[config.mk]
export PLATFORM = sky130hd
export DESIGN_NAME = div_seq
export DESIGN_NICKNAME = d
export VERILOG_FILES = /design/src/rtl/div_seq.sv
export SDC_FILE = /design/constraint.sdc
export NUM_CORES = 1
export LEC_CHECK = 0
export CELL_PAD_IN_SITES_DETAIL_PLACEMENT = 1
export CELL_PAD_IN_SITES_GLOBAL_PLACEMENT = 2
export CORE_MARGIN = 4
export CORE_UTILIZATION = 33
export CTS_CLUSTER_DIAMETER = 30
export DETAILED_ROUTE_END_ITERATION = 8
export GPL_TIMING_DRIVEN = 0
export PLACE_DENSITY = 0.91
export SETUP_SLACK_MARGIN = 0.2
export SYNTH_ARGS = -nofsm -noshare
export SYNTH_HDL_FRONTEND = slang
export SYNTH_SLANG_ARGS = --single-unit
[constraint.sdc]
create_clock -name clk -period 2.93 [get_ports clk]
set_clock_uncertainty 0.2 [all_clocks]
set_input_delay 0.586 -clock clk [delete_from_list [all_inputs] [get_ports clk]]
set_output_delay 0.586 -clock clk [all_outputs]
set_load 0.05 [all_outputs]
[src/rtl/div_seq.sv]
// Sequential restoring divider: 2N-bit dividend / N-bit divisor, one quotient bit per clock.
// Start/busy/done handshake; results stay registered until the next division completes.
module div_seq #(
  parameter int unsigned N = 8
) (
  input  logic             clk,
  input  logic             reset,
  input  logic             start,
  input  logic [2*N-1:0]   dividend,
  input  logic [N-1:0]     divisor,
  output logic             busy,
  output logic             done,
  output logic [2*N-1:0]   quotient,
  output logic [N-1:0]     remainder,
  output logic             dz
);

  localparam int unsigned QW = 2 * N;
  localparam int unsigned CW = $clog2(QW + 1);

  typedef enum logic [1:0] {
    IDLE = 2'd0,
    RUN  = 2'd1,
    DONE = 2'd2
  } state_t;

  state_t          state, state_d;
  logic [QW-1:0]   q, q_d;
  logic [N-1:0]    d, d_d;
  logic [N-1:0]    r, r_d;
  logic [CW-1:0]   cnt, cnt_d;
  logic            busy_d, done_d, dz_d;
  logic [QW-1:0]   quo_d;
  logic [N-1:0]    rem_d;
  logic [N:0]      t;
  logic [N:0]      t_sub;

  // Shifted partial remainder carries the extra bit so the compare never overflows;
  // after a subtract the result is always below D and fits back into N bits.
  always_comb begin
    t     = {r, q[QW-1]};
    t_sub = t - {1'b0, d};
  end

  // State and datapath register
  always_ff @(posedge clk or posedge reset) begin
    if (reset) begin
      state     <= IDLE;
      q         <= '0;
      d         <= '0;
      r         <= '0;
      cnt       <= '0;
      busy      <= 1'b0;
      done      <= 1'b0;
      quotient  <= '0;
      remainder <= '0;
      dz        <= 1'b0;
    end else begin
      state     <= state_d;
      q         <= q_d;
      d         <= d_d;
      r         <= r_d;
      cnt       <= cnt_d;
      busy      <= busy_d;
      done      <= done_d;
      quotient  <= quo_d;
      remainder <= rem_d;
      dz        <= dz_d;
    end
  end

  // Next-state and next-output logic
  always_comb begin
    state_d = state;
    q_d     = q;
    d_d     = d;
    r_d     = r;
    cnt_d   = cnt;
    busy_d  = busy;
    done_d  = 1'b0;
    quo_d   = quotient;
    rem_d   = remainder;
    dz_d    = dz;

    unique case (state)
      IDLE: begin
        if (start) begin
          if (divisor == '0) begin
            quo_d   = '1;
            rem_d   = '0;
            dz_d    = 1'b1;
            done_d  = 1'b1;
            state_d = DONE;
          end else begin
            q_d     = dividend;
            d_d     = divisor;
            r_d     = '0;
            cnt_d   = CW'(QW);
            busy_d  = 1'b1;
            state_d = RUN;
          end
        end
      end

      RUN: begin
        if (t >= {1'b0, d}) begin
          r_d = t_sub[N-1:0];
          q_d = {q[QW-2:0], 1'b1};
        end else begin
          r_d = t[N-1:0];
          q_d = {q[QW-2:0], 1'b0};
        end
        cnt_d = cnt - CW'(1);
        // Last iteration publishes the result in the same edge
        if (cnt == CW'(1)) begin
          quo_d   = q_d;
          rem_d   = r_d;
          dz_d    = 1'b0;
          done_d  = 1'b1;
          busy_d  = 1'b0;
          state_d = DONE;
        end
      end

      DONE: begin
        state_d = IDLE;
      end

      default: begin
        state_d = IDLE;
      end
    endcase
  end

endmodule

**Yosys cells after proc, flatten, opt, wreduce, memory -nomap -nowiden**

Index checks and enable logic that the tools add are counted.

- Flip-flop bits (word level): 66
- Latch bits: 0
- Bits in writable memories: 0
- Memory bits (read-only): 0
- Input port bits: 27
- Output and inout port bits: 27
- Word-level logic and storage cells: 62
- Memories: 0

- $add $sub $neg: 2
- Multiply operators: 0
- Divide/modulo/power cells: 0
- $lt $le $gt $ge: 1
- Equality and inequality tests: 6
- Shift-type cells: 0
- Muxes and demuxes: 34
- Bitwise operators: 1
- Reductions and logical operators: 8

Operator list:

| kind | count |
|---|---|
| two-way mux 16 bit | 5 |
| one-hot mux 16 bit (2 select lines) | 2 |
| two-way mux 8 bit | 6 |
| one-hot mux 8 bit (2 select lines) | 2 |
| two-way mux 5 bit | 2 |
| one-hot mux 5 bit (2 select lines) | 1 |
| >= comparator 9 x 8 -> 1 bit | 1 |
| two-way mux 1 bit | 9 |
| zero test 8 bit | 1 |
| inequality test 2 bit (second input constant) | 4 |
| AND reduction 4 bit | 2 |
| subtractor 8 bit | 1 |
| two-way mux 2 bit | 3 |
| one-hot mux 1 bit (2 select lines) | 3 |
| AND reduction 3 bit | 2 |
| == test 5 x 1 -> 1 bit (second input constant) | 1 |
| subtractor 5 x 1 -> 5 bit (second input constant) | 1 |
| one-hot mux 2 bit (2 select lines) | 1 |
| == test 2 x 1 -> 1 bit (second input constant) | 1 |
| zero test 2 bit | 1 |
| AND reduction 2 bit | 1 |
| nonzero test 2 bit | 1 |
| NOT 1 bit | 1 |

**Depth between registers and ports, before layout**

Gate-level depths: netlist (run 1).

- Depth after elaboration: 4
- Depth in mapped cells: 9
- Mapped depth without buffers: 8

**Worst setup path after synthesis (run 1)**

Ideal clock, no wire load.

- Kind: input to register
- Start: in divisor[6]
- End: reg d[2]
- Setup time: 0.127 ns
- Arrival: 1.869 ns
- Required time: 2.603 ns
- Slack: 0.733 ns
- Stages on the path: 5
- Path buffers: 1
- Path through: or4_4 o21a_1 nand2_2 buf_6 mux2_1

- Word-level cells in the longest chain between the ends: 3

RTL lines:

| item | line | source |
|---|---|---|
| start: declaration | 10 | `input logic [N-1:0] divisor,` |
| zero test 8 bit | 88 | `if (divisor == '0) begin` |
| NOT 1 bit (no source line) | n/a |  |
| AND reduction 3 bit (no source line) | n/a |  |
| end signal: assignment | 50 | `d <= '0;` |
| end signal: assignment | 61 | `d <= d_d;` |
| end: declaration | 29 | `logic [N-1:0] d, d_d;` |

Every way passes these cells.
A chain may end at the register's enable or synchronous reset.

**Final worst setup path (run 1)**

- Start: in divisor[6]
- End: reg q[3]

- Word-level cells in the longest chain between the ends: 3

RTL lines:

| item | line | source |
|---|---|---|
| zero test 8 bit | 88 |  |
| inequality test 2 bit (no source line) | n/a |  |
| AND reduction 3 bit (no source line) | n/a |  |
| end signal: assignment | 60 | `q <= q_d;` |
| end: declaration | 28 | `logic [QW-1:0] q, q_d;` |

Every way passes these cells.

==> flow_summary.yaml, run 1 <==
die:
  die_x_um: 109.3
  fp.dieH_um: 109.3
  io-pin-count: 54
  core_um2: 9864
  die_area_um2: 11940
  core.rowCount: 36
  initial_core_util_pct: 34.31
worst_setup_path:
  crit_cells: 7
  reg2reg_slack_ns: 0.48
  cp.required_ns: 2.96
  cp_max_fo: 10
  crit_family: "simple AND/OR/NAND/NOR gates"
  critPathCaptureType: "flop"
  critPathLaunch: "divisor[6]"
  rr_worst_depth: 8
  slowest_delay_ns: 0.57
  cp_slowest_cell: "or4_4"
  critPathLaunchType: "input pin"
  r2r_end: "remainder[6]$_DFFE_PP0P_"
  path_cells: "clkdlybuf4s50_1 -> or4_4 -> o21ai_2 -> a21oi_2 -> clkbuf_1 -> nor2_1 -> a31oi_1"
  cp_num_buf_inv: 2
  endpoint: "q[3]$_DFFE_PP0P_"
  worstSetupPathType: "input pin to flop"
  cp.arrival_ns: 2.49
  reg2reg_from: "q[15]$_DFFE_PP0P_"
place:
  hpwlAfterDp_um: 7136
  globalplace.congestion: 0.8289
  dp.cells: 541
  post-place-ws_ns: 0.1414
  port_buffers: 53
power:
  p_leak_nw: 1.937
  power_density_nw_per_um2: 1445
  irDropWorstVdd_uv: 385.9
sta:
  rsz0062_at_grt: "no"
  min_period_ns: 2.458
  hold_viol_final: 0
  fin_ws_ns: 0.4725
  tightest_slew_ns: 0.7650
  slew_violations: 0
  finalSetupTns_ns: 0
  whs_ns: 0.2722
  fmax_ghz: 0.4069
  finalSetupViolations: 0
  relSlewSlack_pct: 48.92
  period_share_pct: 83.88
routing:
  drtAntennaViolNets: 0
  vias: 2878
  via_per_inst: 5.167
  drt_wl_total_um: 9468
  drtIter0Drc: 91
  drcViolationCount: 0
  drt_first_pass_iters: 4
  wl_per_cell_um: 17.00
layout:
  nets: 457
  regArea_um2: 1652
  syn_to_final_growth_pct: 29.28
  n_antenna_cell: 0
  num-fill-cells: 1127
  multi_input_area_um2: 1558
  drive_above_1_share_pct: 11.56
  stdcell_count: 557
cts:
  postCtsSetupBuffers: 0
  cts_sinks: 66
  cts-resized-gates: 0
  numCtsBuffers: 9
  clkTransAtPathRegs_ns: 0.08
  holdBufCountCts: 0
  clock_latency_ns: 0.35
  htree_levels: 3
  cts_tree: "built"
  cts-root-buf: "clkbuf_8"
  cts.path.max_buffers: 2
synthesis:
  ys_seq_area_share_pct: 48.80
  ys.flop_type: "dfrtp_1"
  syn_area_um2: 3384
  synthArstFlopShare_pct: 100.0
  syn_avg_cell_area_um2: 9.561
  synth.net_count: 392
  synth_edf_count: 0
  ys_ff_latch: 66
  yosys_warnings: 0
  synth_cell_types: 60
  syn_inst: 354
global_route:
  grt_max_degree: 37
  antenna_found_initial: 0
  grt_usage_pct: 16.96
  grt_pass1_wl_um: 15810
  grt_pass1_vias: 3111
  grt_overflow_total: 0
worst_hold_path:
  whs_path_depth: 2
  min-delay-start: "quotient[3]$_DFFE_PP0P_"
  hold_class: "flop to flop"
flow_run:
  drv_cap: 0
outcome:
  status: "complete, no violations"
[per-layer routing]
layer,vias to the layer above,global-route usage (%),part of all wire (%),wire (um)
met1,1424,22.90,46,4326
met5,-,0,0,0
li1,1376,-,-,-
met4,0,6.500,2.2,208
met2,60,27.81,49,4675
met3,18,2.131,2.7,258
[cells in the mapped netlist (2+ instances only)]
cell | count | area [um2]
nand2_1 | 79 | 296.5
dfrtp_1 | 66 | 1652
nor2_1 | 29 | 108.9
o21ai_0 | 21 | 105.1
a31oi_1 | 16 | 100.1
inv_1 | 16 | 60.06
ha_1 | 10 | 125.1
a21oi_1 | 7 | 35.03
buf_2 | 7 | 35.03
clkbuf_1 | 6 | 22.52
mux2_1 | 6 | 67.56
o211ai_1 | 6 | 45.04
nand2b_1 | 5 | 31.28
nand3_1 | 5 | 25.02
o31ai_1 | 5 | 37.54
a21o_1 | 4 | 30.03
a32o_1 | 4 | 40.04
nand4_1 | 4 | 25.02
a211o_1 | 3 | 26.28
buf_6 | 3 | 33.78
nor3_1 | 3 | 15.01
nor4b_1 | 3 | 26.28
o21ai_1 | 3 | 15.01
buf_4 | 2 | 15.01
mux2_2 | 2 | 22.52
nor2_2 | 2 | 12.51
nor2b_1 | 2 | 12.51
or4_4 | 2 | 22.52
xor2_1 | 2 | 17.52
[registers in the layout, summed over array words and instances, names as in the netlist]
signal,cells
busy,1
cnt,5
d,8
done,1
dz,1
q,16
quotient,16
r,8
remainder,8
state,2
[stage by stage]
| step | utilization, % | total power, mW | instance area [um2] |
|---|---|---|---|
| finish | 44.36 | 6.324 | 4375 |
| global route | 44.36 | 6.770 | 4375 |
| CTS | 44.36 | 6.357 | 4375 |
| detailed placement | 41.58 | 5.276 | 4101 |
| global placement | 41.37 | 5.130 | 4081 |
| floorplan | - | 4.190 | 3385 |
[how the worst min path moves through the flow]
| stage | end |
|---|---|
| floorplan | q[0]$_DFFE_PP0P_ |
| global placement | quotient[15]$_DFFE_PP0P_ |
| detailed placement | quotient[9]$_DFFE_PP0P_ |
| CTS | quotient[15]$_DFFE_PP0P_ |
| global route | quotient[9]$_DFFE_PP0P_ |
| finish | quotient[3]$_DFFE_PP0P_ |
[worst register-to-register path, delay by kind of cell (launching register included)]
kind,cells,cell delay (ns)
adder cells (fa/ha/maj),2,0.64
buffers and inverters,1,0.07
AND/OR/NAND/NOR,1,0.22
flip-flops,1,0.35
AO/OA/AOI/OAI,4,0.92
[logic make-up after synthesis]
logic type	synth area share, %
fa+ha+maj	4.288
flops	48.80
simple gates	19.26
buf+inv	5.175
mux	2.957
xor+xnor	0.7765
compound gates	18.74
[power breakdown]
| part | total [mW] | internal (mW) | switching (mW) |
|---|---|---|---|
| combinational | 3.54 | 1.29 | 2.25 |
| clock | 1.06 | 0.678 | 0.378 |
| sequential | 1.73 | 1.38 | 0.344 |
[layout make-up]
cell class / instances / area share [%]
plain buffers: 19 / 2.516
clock inverters: 6 / 3.117
clock buffers: 10 / 3.146
flip-flops and latches: 66 / 37.75
multi-input cells: 252 / 35.60
repair buffers: 54 / 12.58
inverters: 17 / 1.487
well taps: 133 / 3.803
[cells in the final DEF, fill, tap and decap left out, types with 2 or more instances in the layout]
cell type and instances:
o211ai_1 6, xor2_1 2, dfrtp_1 66, nand3_1 5, inv_1 15, mux2_2 2, nor2_1 29, buf_4 2
clkdlybuf4s50_1 53, nor3_1 3, nand2b_1 5, buf_2 7, ha_1 10, nor4b_1 3, o21ai_0 21, nor2b_1 2
mux2_1 6, a21oi_1 7, o31ai_1 5, a211o_1 3, nor2_2 2, a32o_1 4, a21o_1 4, clkbuf_1 6
clkbuf_8 10, a31oi_1 16, buf_6 3, o21ai_1 3, nand4_1 4, bufinv_16 4, or4_4 2, nand2_1 79
Note: power is estimated with default switching activity, not from simulation.
==> inputs of run 2 (changes only) <==
--- a/config.mk
+++ b/config.mk
@@ -8,11 +8,11 @@
 export CELL_PAD_IN_SITES_DETAIL_PLACEMENT = 1
 export CELL_PAD_IN_SITES_GLOBAL_PLACEMENT = 2
 export CORE_MARGIN = 4
-export CORE_UTILIZATION = 33
+export CORE_UTILIZATION = 30
 export CTS_CLUSTER_DIAMETER = 30
 export DETAILED_ROUTE_END_ITERATION = 8
 export GPL_TIMING_DRIVEN = 0
-export PLACE_DENSITY = 0.91
+export PLACE_DENSITY = 0.88
 export SETUP_SLACK_MARGIN = 0.2
 export SYNTH_ARGS = -nofsm -noshare
 export SYNTH_HDL_FRONTEND = slang
==> constraint.sdc (replaced) <==
create_clock -name clk -period 2.1 [get_ports clk]
set_clock_uncertainty 0.2 [all_clocks]
set_input_delay 0.42 -clock clk [delete_from_list [all_inputs] [get_ports clk]]
set_output_delay 0.42 -clock clk [all_outputs]
set_load 0.05 [all_outputs]
==> run 2 against run 1 <==
The flow now finishes with violations (setup timing). Cell count rose by 8.3%. Register-to-register slack lost 0.63 ns. Die area is 9.3% higher. Cell area grew 18%. Sequential share of layout area is 5.8 points lower. Global-route usage grew 1.5 points. First-iteration DRC count rose by 98%. Worst hold slack worse by 0.13 ns. Critical endpoint is now r[7]$_DFFE_PP0P_. Largest cell class is now multi-input gates.
==> flow_summary.yaml, run 2 (synthesized netlist as in run 1, its figures left out) <==
outcome:
  status: "finished with violations"
  violations: "setup timing"
sta:
  rsz0062_at_grt: "yes"
  min_period_ns: 2.246
  whs_ns: 0.1390
  finalSetupViolations: 33
  period_share_pct: 107.0
  relSlewSlack_pct: 52.95
  slew_violations: 0
  fmax_ghz: 0.4452
  fin_ws_ns: -0.1460
  finalSetupTns_ns: -1.916
  tightest_slew_ns: 0.7058
  hold_viol_final: 0
layout:
  layout_commonest_cell: "nand2_1"
  nets: 496
  multi_input_area_um2: 1977
  n_antenna_cell: 0
  syn_to_final_growth_pct: 52.94
  regArea_um2: 1652
  stdcell_count: 603
  num-fill-cells: 1222
  design_area_um2: 5176
  final_cell_mix: "nand2_1, dfrtp_1, buf_4, nor2_1, dlygate4sd2_1"
  drive_above_1_share_pct: 35.21
  top_regs: "q x16, quotient x16"
worst_setup_path:
  critPathCaptureType: "flop"
  rr_worst_depth: 8
  critPathLaunchType: "flop"
  cp.required_ns: 2.10
  cp.arrival_ns: 2.24
  worstSetupPathType: "flop to flop"
  cp_max_fo: 5
cts:
  holdBufCountCts: 0
  cts-root-buf: "clkbuf_16"
  numCtsBuffers: 9
  htree_levels: 3
  cts_sinks: 66
  clock_latency_ns: 0.34
  clkTransAtPathRegs_ns: 0.06
  cts_tree: "built"
  cts.path.max_buffers: 2
routing:
  drtAntennaViolNets: 0
  wl_per_cell_um: 19.39
  drt_wl_total_um: 11690
  vias: 3160
  drtIter0Drc: 180
  drt_first_pass_iters: 4
  drcViolationCount: 0
  via_per_inst: 5.240
die:
  core.rowCount: 38
  fp.dieH_um: 114.2
  core_um2: 10940
  die_area_um2: 13050
  die_x_um: 114.2
  io-pin-count: 54
  initial_core_util_pct: 30.95
global_route:
  grt_max_degree: 40
  grt_pass1_vias: 3435
  antenna_found_initial: 0
  grt_usage_pct: 18.47
  grt_overflow_total: 0
  grt_pass1_wl_um: 18680
worst_hold_path:
  whs_path_depth: 2
  hold_class: "input pin to flop"
place:
  port_buffers: 53
  place_area_um2: 4182
  dp.cells: 548
  globalplace.congestion: 0.7939
  hpwlAfterDp_um: 7194
flow_run:
  drv_cap: 0
==> run 2: area by class of cell <==
type,instances,share of cell area [%]
inverters,17,1.402
multi-input cells,253,38.19
repair buffers,92,16.12
flip-flops and latches,66,31.91
plain buffers,19,3.118
well taps,140,3.384
clock inverters,6,1.257
clock buffers,10,4.617
==> run 2: stage by stage <==
stage	util, %	setup slack (ns)
floorplan	-	-0.01575
global placement	38.05	-0.4799
detailed placement	38.24	-0.5222
CTS	46.40	-0.1479
global route	47.33	-0.2460
finish	47.33	-0.1460
==> run 2: routing by layer <==
metal	global-route usage [%]	part of all wire (%)	vias up
li1	-	-	1471
met1	23.79	44	1611
met2	30.44	51	59
met3	3.383	3.3	19
met4	7.838	2.2	0
met5	0	0	-
==> run 2: critical path: stages (launching register included) <==
cell      delay, ns
dfrtp_1        0.42
inv_2          0.08
ha_4           0.19
buf_6          0.12
a21o_4         0.22
a211o_1        0.30
buf_6          0.15
o211ai_1       0.28
o211ai_1       0.13
==> run 2: timing repair <==
item | in CTS | in global routing
gates cloned | 4 | 0
gates resized for setup | 139 | 41
endpoints found under the setup margin | 93 | 67
pin swaps | 37 | 14
buffers inserted | 29 | 6
==> run 2: path summary, 6_finish.rpt <==
| kind | slack [ns] | startpoint | end |
|---|---|---|---|
| min reg2reg | 0.27 | quotient[6]$_DFFE_PP0P_ | quotient[6]$_DFFE_PP0P_ |
| max in group asynchronous | 0.76 | reset | r[4]$_DFFE_PP0P_ |
| max | -0.15 | d[6]$_DFFE_PP0P_ | r[7]$_DFFE_PP0P_ |
| max reg2reg | -0.15 | d[6]$_DFFE_PP0P_ | r[7]$_DFFE_PP0P_ |
| min | 0.14 | divisor[5] | d[5]$_DFFE_PP0P_ |
| min in group asynchronous | 0.32 | reset | quotient[12]$_DFFE_PP0P_ |
Power of run 2 is not shown: default switching activity piles up to over one toggle a cycle in this logic, so the estimate is an artifact.
==> inputs of run 3 (changes only) <==
--- a/config.mk
+++ b/config.mk
@@ -7,7 +7,7 @@
 export LEC_CHECK = 0
 export CELL_PAD_IN_SITES_DETAIL_PLACEMENT = 1
 export CELL_PAD_IN_SITES_GLOBAL_PLACEMENT = 2
-export CORE_MARGIN = 4
+export CORE_MARGIN = 5
 export CORE_UTILIZATION = 30
 export CTS_CLUSTER_DIAMETER = 30
 export DETAILED_ROUTE_END_ITERATION = 8
==> run 3 against run 2 <==
The run still ends with setup timing left. Cell area is 6.0% higher. Sequential share of layout area is 1.8 points lower. Global-route usage is 0.51 points higher. Setup slack worse by 0.044 ns. Worst hold slack worse by 0.030 ns. Non-clock buffer count is 19 higher. Utilization is 2.9 points higher. Routed wire length is 9.8% higher. Highest routed layer unchanged.
==> flow_summary.yaml, run 3 (synthesized netlist as in run 1, its figures left out) <==
sta:
  fmax_ghz: 0.4366
  finalSetupViolations: 19
  whs_ns: 0.1088
  rsz0062_at_grt: "yes"
  hold_viol_final: 0
  relSlewSlack_pct: 49.50
  slew_violations: 0
  fin_ws_ns: -0.1904
  period_share_pct: 109.1
  min_period_ns: 2.290
  tightest_slew_ns: 0.7559
die:
  die_x_um: 116.2
  die_area_um2: 13510
  core.rowCount: 38
  io-pin-count: 54
  initial_core_util_pct: 30.95
  fp.dieH_um: 116.2
  core_um2: 10940
place:
  hpwlAfterDp_um: 7439
  place_area_um2: 4182
  port_buffers: 53
  dp.cells: 548
  post-place-ws_ns: -0.5296
  globalplace.congestion: 0.7969
worst_hold_path:
  hold_class: "input pin to flop"
  min-delay-start: "divisor[5]"
  hold_path_end: "d[5]$_DFFE_PP0P_"
  whs_path_depth: 2
global_route:
  grt_pass1_wl_um: 19590
  grt_max_degree: 36
  grt_pass1_vias: 3480
  antenna_found_initial: 0
  grt_usage_pct: 18.97
  grt_overflow_total: 0
layout:
  stdcell_count: 621
  num-fill-cells: 1200
  final_cell_mix: "dfrtp_1, nand2_1, buf_4, buf_6, nor2_1"
  layout_commonest_cell: "dfrtp_1"
  nets: 516
  syn_to_final_growth_pct: 62.18
  design_area_um2: 5489
  top_regs: "q x16, quotient x16"
  n_antenna_cell: 0
  drive_above_1_share_pct: 43.04
routing:
  wl_per_cell_um: 20.67
  via_per_inst: 5.230
  drtAntennaViolNets: 0
  drcViolationCount: 0
  drt_wl_total_um: 12840
  vias: 3248
  drt_first_pass_iters: 4
  drtIter0Drc: 174
cts:
  cts_sinks: 66
  cts.path.max_buffers: 2
  cts-root-buf: "clkbuf_16"
  clock_latency_ns: 0.34
  cts_tree: "built"
  holdBufCountCts: 0
  numCtsBuffers: 9
  htree_levels: 3
  clkTransAtPathRegs_ns: 0.06
worst_setup_path:
  critPathCaptureType: "flop"
  rr_worst_depth: 8
  reg2reg_slack_ns: -0.19
  r2r_end: "r[7]$_DFFE_PP0P_"
  slowest_delay_ns: 0.39
  cp.required_ns: 2.09
  cp_max_fo: 6
  critPathLaunchType: "flop"
  path_cells: "inv_2 -> ha_4 -> buf_6 -> a21o_4 -> a211o_1 -> buf_6 -> o211ai_1 -> o211ai_1"
  cp_slowest_cell: "dfrtp_1"
  crit_family: "compound AO/OA/AOI/OAI gates"
  cp_num_buf_inv: 3
  worstSetupPathType: "flop to flop"
  reg2reg_from: "d[6]$_DFFE_PP0P_"
  cp.arrival_ns: 2.28
outcome:
  violations: "setup timing"
  status: "finished with violations"
flow_run:
  drv_cap: 0
run 3: per-stage QoR:
stage | TNS (ns) | utilization, %
floorplan | -0.02503 | -
global placement | -28.42 | 38.05
CTS | -1.230 | 47.79
detailed placement | -24.88 | 38.24
global route | -3.908 | 50.19
finish | -2.206 | 50.19
run 3: metal layers:
metal | vias up | GRT usage, % | wire (um)
met1 | 1653 | 25.05 | 5516
met5 | - | 0 | 0
met4 | 0 | 6.729 | 386
met2 | 71 | 31.80 | 6569
met3 | 21 | 2.850 | 367
li1 | 1503 | - | -
run 3: area by class of cell:
cell class | instances | area, um2 | area share [%]
multi-input cells | 254 | 2071 | 37.73
flip-flops and latches | 66 | 1653 | 30.11
repair buffers | 111 | 1060 | 19.31
clock buffers | 10 | 239.0 | 4.354
plain buffers | 19 | 181.4 | 3.305
well taps | 140 | 175.2 | 3.191
inverters | 17 | 80.08 | 1.459
clock inverters | 4 | 30.03 | 0.5471
run 3: worst max-delay path by stage:
stage / cells past startpoint / startpoint / to / slack [ns]
3_3_place_gp: 6 / divisor[2] / d[7]$_DFFE_PP0P_ / -0.48
3_5_place_dp: 6 / divisor[2] / d[2]$_DFFE_PP0P_ / -0.53
2_1_floorplan: 8 / r[5]$_DFFE_PP0P_ / remainder[5]$_DFFE_PP0P_ / -0.02
4_1_cts: 9 / d[6]$_DFFE_PP0P_ / remainder[5]$_DFFE_PP0P_ / -0.13
5_1_grt: 8 / d[6]$_DFFE_PP0P_ / r[7]$_DFFE_PP0P_ / -0.26
6_report: 8 / d[6]$_DFFE_PP0P_ / r[7]$_DFFE_PP0P_ / -0.19
run 3: what timing repair did:
action / in CTS / in global routing
pin swaps: 48 / 26
buffers inserted: 38 / 12
setup endpoints to repair: 93 / 77
resized for setup: 163 / 77
gates cloned: 5 / 4
Power of run 3 is left out for the same reason.
